File: src/rtl/reset_sequencer.sv
// Sequenced active-low reset release gated by a filtered PLL lock, with warm-reset hold.
// Optional lock-timeout fallback is enabled by defining RST_SEQ_LOCK_TIMEOUT_EN.
module reset_sequencer #(
    parameter int unsigned NUM_OUT         = 3,
    parameter int unsigned STAGE_DELAY     = 16,
    parameter int unsigned LOCK_FILTER     = 4,
    parameter int unsigned SOFT_RST_CYCLES = 8
`ifdef RST_SEQ_LOCK_TIMEOUT_EN
    ,
    parameter int unsigned LOCK_TIMEOUT    = 1024
`endif
) (
    input  logic               clk,
    input  logic               rst_i,
    input  logic               lock_i,
    input  logic               soft_rst_i,
    output logic [NUM_OUT-1:0] rst_n_o,
    output logic               done_o,
    output logic               timeout_o
);

    localparam int unsigned SW = (NUM_OUT > 1) ? $clog2(NUM_OUT) : 1;
    localparam int unsigned LW = $clog2(LOCK_FILTER + 1);
    localparam int unsigned DW = $clog2(STAGE_DELAY + 1);
    localparam int unsigned HW = $clog2(SOFT_RST_CYCLES + 1);

    localparam logic [SW-1:0] STAGE_LAST = SW'(NUM_OUT - 1);
    localparam logic [LW-1:0] LOCK_LAST  = LW'(LOCK_FILTER - 1);
    localparam logic [DW-1:0] DLY_LAST   = DW'(STAGE_DELAY - 1);
    localparam logic [HW-1:0] HOLD_LAST  = HW'(SOFT_RST_CYCLES - 1);

    typedef enum logic [1:0] {WAIT_LOCK, RELEASE, RUN, SOFT_HOLD} state_e;

    state_e             state_q, state_d;
    logic [LW-1:0]      lock_cnt_q, lock_cnt_d;
    logic [DW-1:0]      dly_q, dly_d;
    logic [SW-1:0]      stage_q, stage_d;
    logic [HW-1:0]      hold_q, hold_d;
    logic [NUM_OUT-1:0] rst_n_q, rst_n_d;
    logic               done_q, done_d;
    logic               lock_ok;

`ifdef RST_SEQ_LOCK_TIMEOUT_EN
    localparam int unsigned TW = $clog2(LOCK_TIMEOUT + 1);
    localparam logic [TW-1:0] TO_LAST = TW'(LOCK_TIMEOUT - 1);

    logic [TW-1:0] to_cnt_q, to_cnt_d;
    logic          timeout_q, timeout_d;

    // Once timed out the lock input is no longer trusted.
    assign lock_ok   = lock_i | timeout_q;
    assign timeout_o = timeout_q;

    always_ff @(posedge clk or negedge rst_i) begin
        if (!rst_i) begin
            to_cnt_q  <= '0;
            timeout_q <= 1'b0;
        end else begin
            to_cnt_q  <= to_cnt_d;
            timeout_q <= timeout_d;
        end
    end
`else
    assign lock_ok   = lock_i;
    assign timeout_o = 1'b0;
`endif

    always_ff @(posedge clk or negedge rst_i) begin
        if (!rst_i) begin
            state_q    <= WAIT_LOCK;
            lock_cnt_q <= '0;
            dly_q      <= '0;
            stage_q    <= '0;
            hold_q     <= '0;
            rst_n_q    <= '0;
            done_q     <= 1'b0;
        end else begin
            state_q    <= state_d;
            lock_cnt_q <= lock_cnt_d;
            dly_q      <= dly_d;
            stage_q    <= stage_d;
            hold_q     <= hold_d;
            rst_n_q    <= rst_n_d;
            done_q     <= done_d;
        end
    end

    always_comb begin
        state_d    = state_q;
        lock_cnt_d = lock_cnt_q;
        dly_d      = dly_q;
        stage_d    = stage_q;
        hold_d     = hold_q;
`ifdef RST_SEQ_LOCK_TIMEOUT_EN
        to_cnt_d   = to_cnt_q;
        timeout_d  = timeout_q;
`endif
        unique case (state_q)
            WAIT_LOCK: begin
                dly_d   = '0;
                stage_d = '0;
                hold_d  = '0;
                if (lock_i) begin
                    if (lock_cnt_q == LOCK_LAST) begin
                        state_d    = RELEASE;
                        lock_cnt_d = '0;
                    end else begin
                        lock_cnt_d = lock_cnt_q + 1'b1;
                    end
                end else begin
                    lock_cnt_d = '0;
                end
`ifdef RST_SEQ_LOCK_TIMEOUT_EN
                // Timeout count accumulates across WAIT_LOCK visits; the filter wins a tie.
                if (timeout_q) begin
                    state_d    = RELEASE;
                    lock_cnt_d = '0;
                end else if (state_d == WAIT_LOCK) begin
                    if (to_cnt_q == TO_LAST) begin
                        timeout_d  = 1'b1;
                        state_d    = RELEASE;
                        lock_cnt_d = '0;
                    end else begin
                        to_cnt_d = to_cnt_q + 1'b1;
                    end
                end
`endif
            end
            RELEASE, RUN: begin
                if (!lock_ok) begin
                    state_d    = WAIT_LOCK;
                    lock_cnt_d = '0;
                    dly_d      = '0;
                    stage_d    = '0;
                end else if (soft_rst_i) begin
                    state_d = SOFT_HOLD;
                    hold_d  = '0;
                    dly_d   = '0;
                    stage_d = '0;
                end else if (state_q == RELEASE) begin
                    if (dly_q == DLY_LAST) begin
                        dly_d = '0;
                        if (stage_q == STAGE_LAST) begin
                            state_d = RUN;
                            stage_d = '0;
                        end else begin
                            stage_d = stage_q + 1'b1;
                        end
                    end else begin
                        dly_d = dly_q + 1'b1;
                    end
                end
            end
            SOFT_HOLD: begin
                if (hold_q == HOLD_LAST) begin
                    state_d    = WAIT_LOCK;
                    lock_cnt_d = '0;
                    hold_d     = '0;
                end else begin
                    hold_d = hold_q + 1'b1;
                end
            end
            default: state_d = WAIT_LOCK;
        endcase
    end

    // Outputs are decoded from the next state so they register on the same edge as the transition.
    always_comb begin
        rst_n_d = '0;
        done_d  = 1'b0;
        if (state_d == RUN) begin
            rst_n_d = '1;
            done_d  = 1'b1;
        end else if (state_d == RELEASE) begin
            for (int unsigned k = 0; k < NUM_OUT; k++) begin
                rst_n_d[k] = (k < 32'(stage_d));
            end
        end
    end

    assign rst_n_o = rst_n_q;
    assign done_o  = done_q;

endmodule
File: config.mk
export PLATFORM = sky130hd
export DESIGN_NAME = reset_sequencer
export DESIGN_NICKNAME = d
export VERILOG_FILES = /design/src/rtl/reset_sequencer.sv
export SDC_FILE = /design/constraint.sdc
export NUM_CORES = 1
export LEC_CHECK = 0
export ABC_AREA = 1
export CAP_MARGIN = 20
export CORE_MARGIN = 2
export CORE_UTILIZATION = 45
export CTS_CLUSTER_DIAMETER = 200
export DETAILED_ROUTE_END_ITERATION = 16
export PLACE_DENSITY = 0.67
export SYNTH_ARGS = -nofsm -noshare
export SYNTH_HDL_FRONTEND = slang
export SYNTH_SLANG_ARGS = --single-unit
File: constraint.sdc
create_clock -name clk -period 1.6 [get_ports clk]
set_input_delay 0.32 -clock clk [delete_from_list [all_inputs] [get_ports clk]]
set_output_delay 0.32 -clock clk [all_outputs]
set_load 0.05 [all_outputs]
==> metrics <==
VDD IR-drop max 784 uV; Ys Warns 0; routed vias/inst 5.00; die width 54.1 um; number of CTS-inserted buffers 3; MaxCap Viol Count 0; num ports 9; Hold WC Path Type in2async; Internal 0.00107 W; Vias 995; Iter 0 DRT Violations 22; final wirelength 2.28 mm; DRC 0; Seq cells post-synth 20; # clock sinks 20; antenna viol nets, final 0; sw frac 32.9%; fin util 60.4%; First-pass DRT Iterations 4; Cell Pwr Density 1080 mW/mm^2; net count after synthesis 152; period utilization 97.3%; Placer Congestion 0.851; ANT cells 0; skew final 0.00280 ns; DP Wirelength 1.63 mm; clock-pin slew on the worst setup and hold paths 0.12 ns; pin count of the biggest net entering global routing 21; Critical Path Source Type register; Comb pwr share 36.1%; wire per inst 11.4 um; clock power share 26.6%; Seq pwr share 37.3%; H-tree levels 1; Final Slew Violations 0; Max clock buf depth 2; Final Setup Violations 0; gr ovfl total 0; area delta synth->final 30.1%; fin nets 181; CP Max Fanout 4; die footprint 0.00293 mm^2; hold_buf cts 0; Placeable Area 0.00243 mm^2; Clock Latency Late Sink 0.31 ns; Syn Area/Cell 8.01 um^2; synth unique cells 23; crit end category register; initial antenna violation count 0; vias in the first global route 917; Hold Fails Final Rpt 0; CTS root buffer clkbuf_4; WP data required 1.81 ns; Worst Path Arrival 1.77 ns; Seq/Total Area, Yosys 44.3%; first-pass GRT wire length 3.69 mm; Sw Pwr 0.000523 W; LEAKAGE 0.774 nW; Starting Density 46.5%; Final Critical Period 1.56 ns; Core Rows 18; gr usage total 17.2%; layout cells sized above 1 29.0%; max frequency 0.643 GHz; Post-Syn Instances 141; die height 54.1 um; status finished, final reports clean; Total Power 0.00159 W; CTS tree done; TNS Setup 0 ns; Post-Syn Area 0.00113 mm^2; PortBufs 7; Setup CP Type reg2reg
[power by group through the flow]
stage	logic [W]	clock network, W	registers [W]
2_1_floorplan	0.000255	0	0.000611
3_3_place_gp	0.000410	0	0.000605
3_5_place_dp	0.000423	0	0.000607
4_1_cts	0.000445	0.000429	0.000592
5_1_grt	0.000630	0.000447	0.000597
6_report	0.000574	0.000423	0.000592
[cell usage in the layout (no fill, tap or decap), drive strengths merged, types with 4 or more instances in the layout]
cell type and instances:
dfrtp 20, o21ai 7, nand2 32, ha 7
nor2 11, nand3 15, buf 22, nand4 4
inv 26, a21oi 7
[critical path: stages (launching register included)]
cell and delay [ns]:
dfrtp_1 0.41, ha_2 0.22, nand3_2 0.11, nor2_4 0.15, nand2_1 0.08, nand2_1 0.07, nand2_1 0.07, nand2_2 0.10
nand2_2 0.09, nand3_1 0.09, nand2_1 0.06
[state kept, by name, indices dropped and copies added (netlist names)]
signal	flops
dly_q	5
done_o	1
hold_q	4
lock_cnt_q	3
rst_n_o	3
stage_q	2
state_q	2
[synthesized netlist by cell type, drive strengths merged]
library cell  instances  area, um^2
nand2                32         123
inv                  26        97.6
dfrtp                20         500
nand3                15        90.1
nor2                 11        43.8
a21oi                 7        35.0
ha                    7        87.6
o21ai                 7        38.8
nand4                 4        25.0
and3                  2        15.0
nor3                  2        10.0
a211oi                1        7.51
a22o                  1        8.76
a22oi                 1        7.51
a31oi                 1        12.5
buf                   1        7.51
conb                  1        3.75
nand3b                1        7.51
xor2                  1        8.76
[area by class of cell]
class                   instances  area, um^2
fillers                       211         962
multi-input cells              94         587
flip-flops and latches         20         500
repair buffers                 25         195
inverters                      26        97.6
well taps                      30        37.5
clock inverters                 1        30.0
clock buffers                   3        22.5
[logic make-up after synthesis]
group | count (synthesis) | synth area share (%)
xor gates and xnor gates | 1 | 0.775
adders and majority gates | 7 | 7.75
and+or+nand+nor | 67 | 27.8
AOI/OAI and AO/OA | 18 | 9.75
other | 1 | 0.332
DFF | 20 | 44.3
buffers and inverters | 27 | 9.30
[layer usage]
layer	track usage [%]	vias to the layer above	wire, um	part of all wire (%)
met1	22.1	476	1060	47
met2	29.1	8	1160	51
met4	6.25	0	15	0.66
met3	2.50	2	41	1.8
met5	0	-	0	0
li1	-	509	-	-
[repair_timing]
item	CTS	global route
setup buffers	1	4
hold endpoints to repair	0	0
gates resized for setup	0	19
pin swaps	0	2
setup endpoints to repair	3	9
[path summary, 6_finish.rpt]
path	from	endpoint	slack [ns]	depth (start not counted)
max	dly_q[0]$_DFFE_PN0P_	rst_n_o[1]$_DFF_PN0_	0.04	10
min	rst_i	dly_q[0]$_DFFE_PN0P_	0.33	2
max reg2reg	dly_q[0]$_DFFE_PN0P_	rst_n_o[1]$_DFF_PN0_	0.04	10
min reg2reg	lock_cnt_q[1]$_DFFE_PN0P_	lock_cnt_q[1]$_DFFE_PN0P_	0.51	2
max in group asynchronous	rst_i	rst_n_o[0]$_DFF_PN0_	1.07	2
min in group clk	lock_cnt_q[1]$_DFFE_PN0P_	lock_cnt_q[1]$_DFFE_PN0P_	0.51	2
[through the flow]
| stage | hold WS [ns] | worst slack, ns | instances | area [um^2] |
|---|---|---|---|---|
| 3_5_place_dp | 0.481 | -0.152 | 190 | 1320 |
| 4_1_cts | 0.335 | 0.0331 | 195 | 1380 |
| 2_1_floorplan | 0.0244 | 0.104 | 141 | 1130 |
| 3_3_place_gp | 0.475 | -0.116 | 190 | 1320 |
| 6_report | 0.328 | 0.0436 | 199 | 1470 |
| 5_1_grt | 0.379 | -0.0551 | 199 | 1470 |
No activity file was read; power rests on OpenSTA's default activity.
